[src/rtl/fetch_pc_ctrl_if.sv]
// rtl/fetch_pc_ctrl_if.sv - fetch-stage bus: PC to imem, decoded fields back, F/D register out
//
// Purpose: groups every non-clock signal of fetch_pc_ctrl.
// Ports (signals):
//   f_pc                         current fetch PC to instruction memory
//   im_icode/ifun/rA/rB/valC     fields returned combinationally for f_pc
//   stall_f, stall_d, bubble_d   pipeline control
//   mispredict, mispredict_pc    not-taken correction for a predicted-taken jXX
//   ret_valid, ret_pc            return address from writeback
//   d_icode/ifun/rA/rB/valC/valP F/D register contents
//   d_stat, d_valid              status (1 AOK, 2 HLT, 3 ADR, 4 INS) and bubble flag
// Modports: master = fetch controller, slave = surrounding pipeline/memory.
interface fetch_pc_ctrl_if #(
  parameter int DATA_WID = 64
);
  logic [DATA_WID-1:0] f_pc;
  logic [3:0]          im_icode;
  logic [3:0]          im_ifun;
  logic [3:0]          im_rA;
  logic [3:0]          im_rB;
  logic [DATA_WID-1:0] im_valC;
  logic                stall_f;
  logic                stall_d;
  logic                bubble_d;
  logic                mispredict;
  logic [DATA_WID-1:0] mispredict_pc;
  logic                ret_valid;
  logic [DATA_WID-1:0] ret_pc;
  logic [3:0]          d_icode;
  logic [3:0]          d_ifun;
  logic [3:0]          d_rA;
  logic [3:0]          d_rB;
  logic [DATA_WID-1:0] d_valC;
  logic [DATA_WID-1:0] d_valP;
  logic [2:0]          d_stat;
  logic                d_valid;

  modport master (
    output f_pc,
    input  im_icode, im_ifun, im_rA, im_rB, im_valC,
    input  stall_f, stall_d, bubble_d,
    input  mispredict, mispredict_pc, ret_valid, ret_pc,
    output d_icode, d_ifun, d_rA, d_rB, d_valC, d_valP, d_stat, d_valid
  );

  modport slave (
    input  f_pc,
    output im_icode, im_ifun, im_rA, im_rB, im_valC,
    output stall_f, stall_d, bubble_d,
    output mispredict, mispredict_pc, ret_valid, ret_pc,
    input  d_icode, d_ifun, d_rA, d_rB, d_valC, d_valP, d_stat, d_valid
  );
endinterface

[src/rtl/fetch_pc_ctrl.sv]
// rtl/fetch_pc_ctrl.sv - Y86-64 fetch-stage PC controller and F/D pipeline register
//
// Purpose: owns the PC, sizes the fetched instruction, predicts the next PC,
// loads the F/D register and tracks RUN/RET_WAIT/HALT/ERR state.
// Ports:
//   i_clk    rising-edge clock
//   i_rst_n  asynchronous active-low reset
//   bus      fetch_pc_ctrl_if.master (see interface file for signal list)
// Optional feature macro: INSTR_VALID_CHECK_EN (icode > 0xB loads with INS and
// stops fetch; when undefined such codes behave as 1-byte nops).
module fetch_pc_ctrl #(
  parameter int                  DATA_WID   = 64,
  parameter logic [DATA_WID-1:0] RESET_PC   = '0,
  parameter int                  IMEM_BYTES = 2048
) (
  input logic               i_clk,
  input logic               i_rst_n,
  fetch_pc_ctrl_if.master   bus
);

  typedef enum logic [1:0] {ST_RUN, ST_RET_WAIT, ST_HALT, ST_ERR} state_t;

  localparam logic [2:0] STAT_AOK = 3'd1;
  localparam logic [2:0] STAT_HLT = 3'd2;
  localparam logic [2:0] STAT_ADR = 3'd3;
  localparam logic [2:0] STAT_INS = 3'd4;
  localparam logic [DATA_WID:0] IMEM_LIMIT = (DATA_WID+1)'(IMEM_BYTES);

  state_t              r_state, w_state_nx;
  logic [DATA_WID-1:0] r_pc, w_pc_nx;
  logic [3:0]          r_d_icode, r_d_ifun, r_d_rA, r_d_rB;
  logic [3:0]          w_d_icode, w_d_ifun, w_d_rA, w_d_rB;
  logic [DATA_WID-1:0] r_d_valC, r_d_valP, w_d_valC, w_d_valP;
  logic [2:0]          r_d_stat, w_d_stat;
  logic                r_d_valid, w_d_valid;

  logic [3:0]          w_len;
  logic [DATA_WID-1:0] w_valp;
  logic [DATA_WID-1:0] w_pred_pc;
  logic [DATA_WID:0]   w_end;
  logic                w_adr_err;
  logic                w_ins_err;
  logic [2:0]          w_stat;

  always_comb begin
    case (bus.im_icode)
      4'h0, 4'h1, 4'h9:       w_len = 4'd1;
      4'h2, 4'h6, 4'hA, 4'hB: w_len = 4'd2;
      4'h7, 4'h8:             w_len = 4'd9;
      4'h3, 4'h4, 4'h5:       w_len = 4'd10;
      default:                w_len = 4'd1;
    endcase
  end

  assign w_valp = r_pc + {{(DATA_WID-4){1'b0}}, w_len};
  // One extra bit so a PC near the top of the address space cannot wrap past the limit check.
  assign w_end     = {1'b0, r_pc} + {{(DATA_WID-3){1'b0}}, w_len};
  assign w_adr_err = (w_end > IMEM_LIMIT);
  assign w_pred_pc = (bus.im_icode == 4'h7 || bus.im_icode == 4'h8) ? bus.im_valC : w_valp;

`ifdef INSTR_VALID_CHECK_EN
  assign w_ins_err = (bus.im_icode > 4'hB);
`else
  assign w_ins_err = 1'b0;
`endif

  // Address error outranks illegal instruction.
  assign w_stat = w_adr_err ? STAT_ADR :
                  w_ins_err ? STAT_INS :
                  (bus.im_icode == 4'h0) ? STAT_HLT : STAT_AOK;

  // PC and state: mispredict > return address > stall_f > state rule > prediction.
  always_comb begin
    w_state_nx = r_state;
    w_pc_nx    = r_pc;
    if (bus.mispredict) begin
      w_pc_nx    = bus.mispredict_pc;
      w_state_nx = ST_RUN;
    end else if (r_state == ST_RET_WAIT && bus.ret_valid) begin
      w_pc_nx    = bus.ret_pc;
      w_state_nx = ST_RUN;
    end else if (!bus.stall_f && r_state == ST_RUN) begin
      // Halt, ret and errors freeze the PC on the causing instruction.
      if (w_adr_err || w_ins_err)     w_state_nx = ST_ERR;
      else if (bus.im_icode == 4'h0)  w_state_nx = ST_HALT;
      else if (bus.im_icode == 4'h9)  w_state_nx = ST_RET_WAIT;
      else                            w_pc_nx    = w_pred_pc;
    end
  end

  // F/D register: bubble > hold > load; only RUN has a real instruction to hand on.
  always_comb begin
    w_d_icode = r_d_icode;
    w_d_ifun  = r_d_ifun;
    w_d_rA    = r_d_rA;
    w_d_rB    = r_d_rB;
    w_d_valC  = r_d_valC;
    w_d_valP  = r_d_valP;
    w_d_stat  = r_d_stat;
    w_d_valid = r_d_valid;
    if (bus.mispredict || bus.bubble_d || (!bus.stall_d && r_state != ST_RUN)) begin
      w_d_icode = 4'h1;
      w_d_ifun  = 4'h0;
      w_d_rA    = 4'hF;
      w_d_rB    = 4'hF;
      w_d_valC  = '0;
      w_d_valP  = '0;
      w_d_stat  = STAT_AOK;
      w_d_valid = 1'b0;
    end else if (!bus.stall_d) begin
      w_d_icode = bus.im_icode;
      w_d_ifun  = bus.im_ifun;
      w_d_rA    = bus.im_rA;
      w_d_rB    = bus.im_rB;
      w_d_valC  = bus.im_valC;
      w_d_valP  = w_valp;
      w_d_stat  = w_stat;
      w_d_valid = 1'b1;
    end
  end

  always_ff @(posedge i_clk or negedge i_rst_n) begin
    if (!i_rst_n) begin
      r_state   <= ST_RUN;
      r_pc      <= RESET_PC;
      r_d_icode <= 4'h1;
      r_d_ifun  <= 4'h0;
      r_d_rA    <= 4'hF;
      r_d_rB    <= 4'hF;
      r_d_valC  <= '0;
      r_d_valP  <= '0;
      r_d_stat  <= STAT_AOK;
      r_d_valid <= 1'b0;
    end else begin
      r_state   <= w_state_nx;
      r_pc      <= w_pc_nx;
      r_d_icode <= w_d_icode;
      r_d_ifun  <= w_d_ifun;
      r_d_rA    <= w_d_rA;
      r_d_rB    <= w_d_rB;
      r_d_valC  <= w_d_valC;
      r_d_valP  <= w_d_valP;
      r_d_stat  <= w_d_stat;
      r_d_valid <= w_d_valid;
    end
  end

  assign bus.f_pc    = r_pc;
  assign bus.d_icode = r_d_icode;
  assign bus.d_ifun  = r_d_ifun;
  assign bus.d_rA    = r_d_rA;
  assign bus.d_rB    = r_d_rB;
  assign bus.d_valC  = r_d_valC;
  assign bus.d_valP  = r_d_valP;
  assign bus.d_stat  = r_d_stat;
  assign bus.d_valid = r_d_valid;

endmodule

[src/flat_wrapper.sv]
// flat-port wrapper written by rule: the top's interface ports become plain ports
module fetch_pc_ctrl_flat 
#(
  parameter int                  DATA_WID   = 64,
  parameter logic [DATA_WID-1:0] RESET_PC   = '0,
  parameter int                  IMEM_BYTES = 2048
)
  (i_clk, i_rst_n, bus_f_pc, bus_im_icode, bus_im_ifun, bus_im_rA, bus_im_rB, bus_im_valC, bus_stall_f, bus_stall_d, bus_bubble_d, bus_mispredict, bus_mispredict_pc, bus_ret_valid, bus_ret_pc, bus_d_icode, bus_d_ifun, bus_d_rA, bus_d_rB, bus_d_valC, bus_d_valP, bus_d_stat, bus_d_valid);
  fetch_pc_ctrl_if #(.DATA_WID(DATA_WID)) bus_i ();
  input logic i_clk;
  input logic i_rst_n;
  output wire logic [$bits(bus_i.f_pc)-1:0] bus_f_pc;
  input wire logic [$bits(bus_i.im_icode)-1:0] bus_im_icode;
  input wire logic [$bits(bus_i.im_ifun)-1:0] bus_im_ifun;
  input wire logic [$bits(bus_i.im_rA)-1:0] bus_im_rA;
  input wire logic [$bits(bus_i.im_rB)-1:0] bus_im_rB;
  input wire logic [$bits(bus_i.im_valC)-1:0] bus_im_valC;
  input wire logic [$bits(bus_i.stall_f)-1:0] bus_stall_f;
  input wire logic [$bits(bus_i.stall_d)-1:0] bus_stall_d;
  input wire logic [$bits(bus_i.bubble_d)-1:0] bus_bubble_d;
  input wire logic [$bits(bus_i.mispredict)-1:0] bus_mispredict;
  input wire logic [$bits(bus_i.mispredict_pc)-1:0] bus_mispredict_pc;
  input wire logic [$bits(bus_i.ret_valid)-1:0] bus_ret_valid;
  input wire logic [$bits(bus_i.ret_pc)-1:0] bus_ret_pc;
  output wire logic [$bits(bus_i.d_icode)-1:0] bus_d_icode;
  output wire logic [$bits(bus_i.d_ifun)-1:0] bus_d_ifun;
  output wire logic [$bits(bus_i.d_rA)-1:0] bus_d_rA;
  output wire logic [$bits(bus_i.d_rB)-1:0] bus_d_rB;
  output wire logic [$bits(bus_i.d_valC)-1:0] bus_d_valC;
  output wire logic [$bits(bus_i.d_valP)-1:0] bus_d_valP;
  output wire logic [$bits(bus_i.d_stat)-1:0] bus_d_stat;
  output wire logic [$bits(bus_i.d_valid)-1:0] bus_d_valid;
  assign bus_f_pc = bus_i.f_pc;
  assign bus_i.im_icode = bus_im_icode;
  assign bus_i.im_ifun = bus_im_ifun;
  assign bus_i.im_rA = bus_im_rA;
  assign bus_i.im_rB = bus_im_rB;
  assign bus_i.im_valC = bus_im_valC;
  assign bus_i.stall_f = bus_stall_f;
  assign bus_i.stall_d = bus_stall_d;
  assign bus_i.bubble_d = bus_bubble_d;
  assign bus_i.mispredict = bus_mispredict;
  assign bus_i.mispredict_pc = bus_mispredict_pc;
  assign bus_i.ret_valid = bus_ret_valid;
  assign bus_i.ret_pc = bus_ret_pc;
  assign bus_d_icode = bus_i.d_icode;
  assign bus_d_ifun = bus_i.d_ifun;
  assign bus_d_rA = bus_i.d_rA;
  assign bus_d_rB = bus_i.d_rB;
  assign bus_d_valC = bus_i.d_valC;
  assign bus_d_valP = bus_i.d_valP;
  assign bus_d_stat = bus_i.d_stat;
  assign bus_d_valid = bus_i.d_valid;
  fetch_pc_ctrl #(.DATA_WID(DATA_WID), .RESET_PC(RESET_PC), .IMEM_BYTES(IMEM_BYTES)) u_core (.i_clk(i_clk), .i_rst_n(i_rst_n), .bus(bus_i));
endmodule
[config.mk]
export PLATFORM = sky130hd
export DESIGN_NAME = fetch_pc_ctrl_flat
export DESIGN_NICKNAME = d
export VERILOG_FILES = /design/src/rtl/fetch_pc_ctrl_if.sv /design/src/rtl/fetch_pc_ctrl.sv /design/src/flat_wrapper.sv
export SDC_FILE = /design/constraint.sdc
export NUM_CORES = 1
export LEC_CHECK = 0
export CORE_AREA = 2 2 165 167
export CTS_BUF_LIST = sky130_fd_sc_hd__clkbuf_4
export DETAILED_ROUTE_END_ITERATION = 8
export DIE_AREA = 0 0 167 169
export GPL_TIMING_DRIVEN = 0
export HOLD_SLACK_MARGIN = 0.06
export PLACE_DENSITY = 0.82
export SLEW_MARGIN = 20
export SYNTH_ARGS = -nofsm -noshare
export SYNTH_HDL_FRONTEND = slang
export SYNTH_SLANG_ARGS = --single-unit
[constraint.sdc]
create_clock -name i_clk -period 5.22 [get_ports i_clk]
set_clock_uncertainty 0.05 [all_clocks]
set_input_delay 1.044 -clock i_clk [delete_from_list [all_inputs] [get_ports i_clk]]
set_output_delay 1.044 -clock i_clk [all_outputs]
set_load 0.02 [all_outputs]
======== Yosys cells after proc, flatten, opt, wreduce, memory -nomap -nowiden ========
Memories as Yosys holds them, arrays and structs flattened.
Index checks and enable logic that the tools add are counted.
storage, ports and cells
  memories kept ........................... 1
  register bits after elaboration ......... 214
  memory bits (read-only) ................. 48
  input port bits ......................... 215
  logic and storage cells ................. 68
cells by class
  muxes and demuxes ....................... 31
  equal/unequal tests ..................... 8
  $lt $le $gt $ge ......................... 1
  $add $sub $neg .......................... 2
  reductions and logical operators ........ 15
memories
  memory           depth  bits a word  rd ports  clocked after memory_dff  write ports  RTL line             text
  (no name shown)  16     3            1         0                         0            fetch_pc_ctrl.sv:46  case (bus.im_icode)
operators by type and width
  cell                                                             number
  2-to-1 mux 64 bit                                                11
  adder 64 x 4 -> 65 bit                                           1
  greater-than comparator 65 x 12 -> 1 bit, second input constant  1
  adder 64 x 4 -> 64 bit                                           1
  2-to-1 mux 4 bit                                                 8
  2-to-1 mux 2 bit                                                 7
  2-to-1 mux 3 bit                                                 3
  == test 4 bit, second input constant                             2
  != test 3 x 2 -> 1 bit, second input constant                    2
  nonzero test 5 bit                                               1
  == test 4 x 3 -> 1 bit, second input constant                    1
  logical NOT 4 bit                                                1
  AND reduction 4 bit                                              1
  logical AND 1 bit                                                3
  logical OR 1 bit                                                 3
  != test 3 bit, second input constant                             1
  nonzero test 3 bit                                               1
  == test 2 x 1 -> 1 bit, second input constant                    1
  logical NOT 1 bit                                                2
  logical NOT 2 bit                                                1
  2-to-1 mux 1 bit                                                 2
  != test 2 x 1 -> 1 bit, second input constant                    1
  AND reduction 2 bit                                              1
  nonzero test 2 bit                                               1

======== Logic depth before layout (Yosys ltp) ========
  depth in word-level cells ............... 9
  gate-level depth with buffers ........... 17

======== Least setup slack after synthesis ========
Ideal clock, no wire load.
  kind .................................... input port to flip-flop
  start ................................... input bus_im_icode[2]
  end ..................................... register u_core.r_pc[32], in the netlist u_core.bus.f_pc[32]
  path slack .............................. 0 ps
  required time ........................... 5047 ps
  arrival ................................. 5048 ps
  stages .................................. 16
  cell sequence ........................... or2_2 -> clkbuf_1 -> o21ai_0 -> ha_1 -> inv_1 -> fa_1 -> nand3b_1 -> a2111oi_4 -> and4_1 -> nand3_1 -> mux2i_1 -> or4_1 -> nor4_2 -> nand4_1 -> clkbuf_1 -> o221a_2
between the ends
  cells in the longest elaborated chain, start to end .. 9
  elaborated cells between the ends (all ways) .. 20
  those cells by class .................... add/sub (2); order compare (1); eq/ne (6); mux (7); reduce/logical (3); memory (1)
RTL lines
  element                                                         RTL line              text
  start: declaration                                              flat_wrapper.sv:13    input wire logic [$bits(bus_i.im_icode)-1:0] bus_im_icode;
  branches (longest 9 deep; another with adder 64 x 4 -> 65 bit)  n/a
  end signal: assignment                                          fetch_pc_ctrl.sv:136  r_pc <= w_pc_nx;
  end: declaration                                                fetch_pc_ctrl.sv:30   logic [DATA_WID-1:0] r_pc, w_pc_nx;
Several ways; the timed one is not identified. The select of a mux whose other input is x is not followed.
A chain may end at the register's enable or synchronous reset.

======== Worst setup path in the final report ========
  start ................................... input bus_im_icode[2]
  end ..................................... register u_core.r_pc[24], in the netlist u_core.bus.f_pc[24]
Same word-level chain as after synthesis.

==> metrics.yaml <==
global_routing:
  grt_overflow_total: 0
  grt_max_degree: 91
  grt_usage_pct: 36.3
  grt_antenna_before_repair: 3
  grt_pass1_wl_microns: 78200
  grt_pass1_vias: 13000
layout:
  n_fill_cell: 2156
  mostFrequentLayoutCells: "clkdlybuf4s50_1, dfrtp_1, nand2_1"
  syn2layout_area_growth_pct: 50.7
  final_common_cell: "clkdlybuf4s50_1"
  layoutNonFillerInstCount: 2148
  layout.nets: 1983
  drive_above_1_share_pct: 12.6
  utilization_pct: 66.6
cts:
  cts_tree: "yes"
  clk_latency_ns: 0.73
  cts_buffer_depth: 3
  root_buffer: "clkbuf_4"
  clkSinkCount: 213
  hold_buffers: 0
  cts_max_level: 2
  numCtsBuffers: 57
  clk_pin_slew_ns: 0.08
sta:
  period_share_pct: 98.5
  slew_headroom_pct: 24.5
  fmax_mhz: 194
  final_hold_viol_count: 0
  tightest_slew_ns: 1.13
  worst_slack_ns: 0.0775
  setup_violations: 0
  fin_tns_setup_ns: 0
  slew_viol_final: 0
  min_period_ns: 5.14
synth:
  synth_seq_cells: 213
  avgSynthCellArea_sq_um: 9.30
  syn-num-nets: 1478
  syn_area_sq_mm: 0.0117
  synthSimpleGateAreaFrac_pct: 18.3
  synth_xor_area_share_pct: 4.26
  ys_async_sr_fraction_pct: 100
  yosysUniqueCellTypes: 69
  synth_top_family_by_area: "compound AO/OA/AOI/OAI gates"
  synth-edff-count: 0
  synthCells: 1259
  synth_compound_area_share_pct: 22.7
  synthFlopType: "dfrtp_1"
  synthMuxAreaShare_pct: 4.57
  synth_seq_area_share_pct: 45.6
  ys_warn_count: 0
  synthAdderAreaFrac_pct: 0.491
critical_path:
  crit_arrival_ns: 5.67
  critPathRequiredTime_ns: 5.74
  critPathMaxFanout: 10
  cp_common_cell: "buf_4"
  crit_slowest_cell: "or4_4"
  critPathBufInv: 8
  crit_type: "in -> reg"
  max_stage_delay_ns: 0.55
  start_kind: "primary input"
  path_delay_family: "simple AND/OR/NAND/NOR gates"
  worstSetupEndpointType: "register"
  cp_cell_sequence: "clkdlybuf4s50_1, or2_4, o21ai_2, ha_2, inv_1, fa_2, nand3b_1, buf_4, a2111oi_4, buf_4, buf_12, and4_4, nand3_2, mux2i_2, or4_4, nor4_4, buf_4, nand4_1, buf_4, buf_4, o221a_2"
outcome:
  status: "completed"
detailed_routing:
  drt_iter0_drc: 1227
  vias: 12900
  final_antenna_net_count: 0
  drt_first_pass_iters: 7
  drc_errors: 0
  routedWlPerCell_microns: 24.6
  via_per_inst: 6.00
  routed_wl_microns: 52700
floorplanning:
  ioPinCount: 427
  fp-row-count: 60
  core-area_sq_mm: 0.0265
  die_y_microns: 169
  dieArea_sq_mm: 0.0282
  fp.dieW_microns: 167
  initial_core_util_pct: 44.2
placed_design:
  port_buffers: 423
  placed_cells: 2026
  gp_congestion: 0.920
  hpwl_microns: 39700
  pre_cts_ws_ns: -2.12
power_and_ir_drop:
  p_leak_nw: 7.29
  irDropWorstVdd_mv: 0.280
  power_w: 0.00466
  powerDensity_mw_per_mm2: 264
min_path:
  min_path_type: "in -> async"
run:
  drv_cap: 0
[sequential cells by signal (all words and copies together), names as in the netlist]
| name | cells |
|---|---|
| u_core.bus.d_icode | 4 |
| u_core.r_state | 2 |
| u_core.bus.d_ifun | 4 |
| u_core.bus.d_rA | 4 |
| u_core.bus.d_valid | 1 |
| u_core.bus.d_rB | 4 |
| u_core.bus.d_valC | 64 |
| u_core.bus.d_stat | 2 |
| u_core.bus.f_pc | 64 |
| u_core.bus.d_valP | 64 |
[through the flow]
step                      cell area [sq um]  hold WS [ns]
after floorplan                       11700         0.416
after global placement                16400         0.413
after detailed placement              16400         0.420
after CTS                             17500         0.183
after global routing                  17700         0.182
final                                 17700         0.185
[routing by layer]
layer / global-route usage, % / vias to the layer above / part of all wire, %
li1: - / 5662 / -
met1: 45.0 / 6241 / 38
met2: 58.8 / 817 / 47
met3: 10.7 / 173 / 10
met4: 16.0 / 2 / 4.5
met5: 0 / - / 0.023
[kinds of logic after synthesis]
kind of cell	Yosys count
AOI/OAI and AO/OA	364
xor gates and xnor gates	57
adders and majority gates	4
buffers and inverters	117
DFF	213
muxes	52
other	1
and+or+nand+nor	451
[worst reg2reg max path, delay by kind of cell, from the launching register on]
| kind | cells | cell delay, ns |
|---|---|---|
| buffers and inverters | 7 | 1.14 |
| multiplexers | 1 | 0.21 |
| flip-flops | 1 | 0.38 |
| AO/OA/AOI/OAI | 2 | 0.59 |
| AND/OR/NAND/NOR | 6 | 1.34 |
| adder cells (fa/ha/maj) | 2 | 0.55 |
[final timing paths]
kind | start | to | slack, ns | cells after the start
max in group asynchronous | i_rst_n | u_core.bus.d_valP[55] | 4.12 | 2
min in group i_clk | u_core.bus.d_valP[27] | u_core.bus.d_valP[27] | 0.43 | 2
hold reg to reg | u_core.bus.d_valP[27] | u_core.bus.d_valP[27] | 0.43 | 2
hold / removal | i_rst_n | u_core.bus.f_pc[12] | 0.18 | 1
setup reg to reg | u_core.bus.f_pc[0] | u_core.bus.f_pc[24] | 0.85 | 18
setup / recovery | bus_im_icode[2] | u_core.bus.f_pc[24] | 0.08 | 21
[cell type report]
cell class                 count  area, sq um  share of cell area, %
multi-input combinational    929         6130                   34.7
timing repair buffer         447         4480                   25.4
buffer                        97          459                   2.60
clock buffer                  73          548                   3.10
tap                          341          427                   2.42
sequential                   213         5340                   30.3
antenna                        2         5.00                 0.0283
inverter                      19         71.3                  0.404
clock inverter                27          191                   1.08
[what timing repair did]
| item | CTS | global route |
|---|---|---|
| resized for setup | 44 | 19 |
| setup endpoints to repair | 68 | 66 |
| pin swaps | 13 | 11 |
| cloned | 0 | 0 |
| setup buffers | 14 | 7 |
[synth_stat cells, types with 26 or more instances]
cell | number | area share, %
clkbuf_1 | 78 | 2.5
dfrtp_1 | 203 | 43
nand3_1 | 30 | 1.3
a21oi_1 | 36 | 1.5
nand4_1 | 30 | 1.6
nand2_1 | 173 | 5.5
xnor2_1 | 39 | 2.9
o21ai_0 | 110 | 4.7
mux2i_1 | 40 | 3.4
o221a_2 | 26 | 2.5
nor2_1 | 110 | 3.5
a22o_1 | 101 | 7.6
[power breakdown]
part | leakage [nW] | switching, W | internal (W)
clock network | 0.440 | 0.000757 | 0.000807
registers | 2.79 | 0.000121 | 0.00175
logic | 4.06 | 0.000671 | 0.000557
total | 7.29 | 0.00155 | 0.00311
No activity file was read; power rests on OpenSTA's default activity.
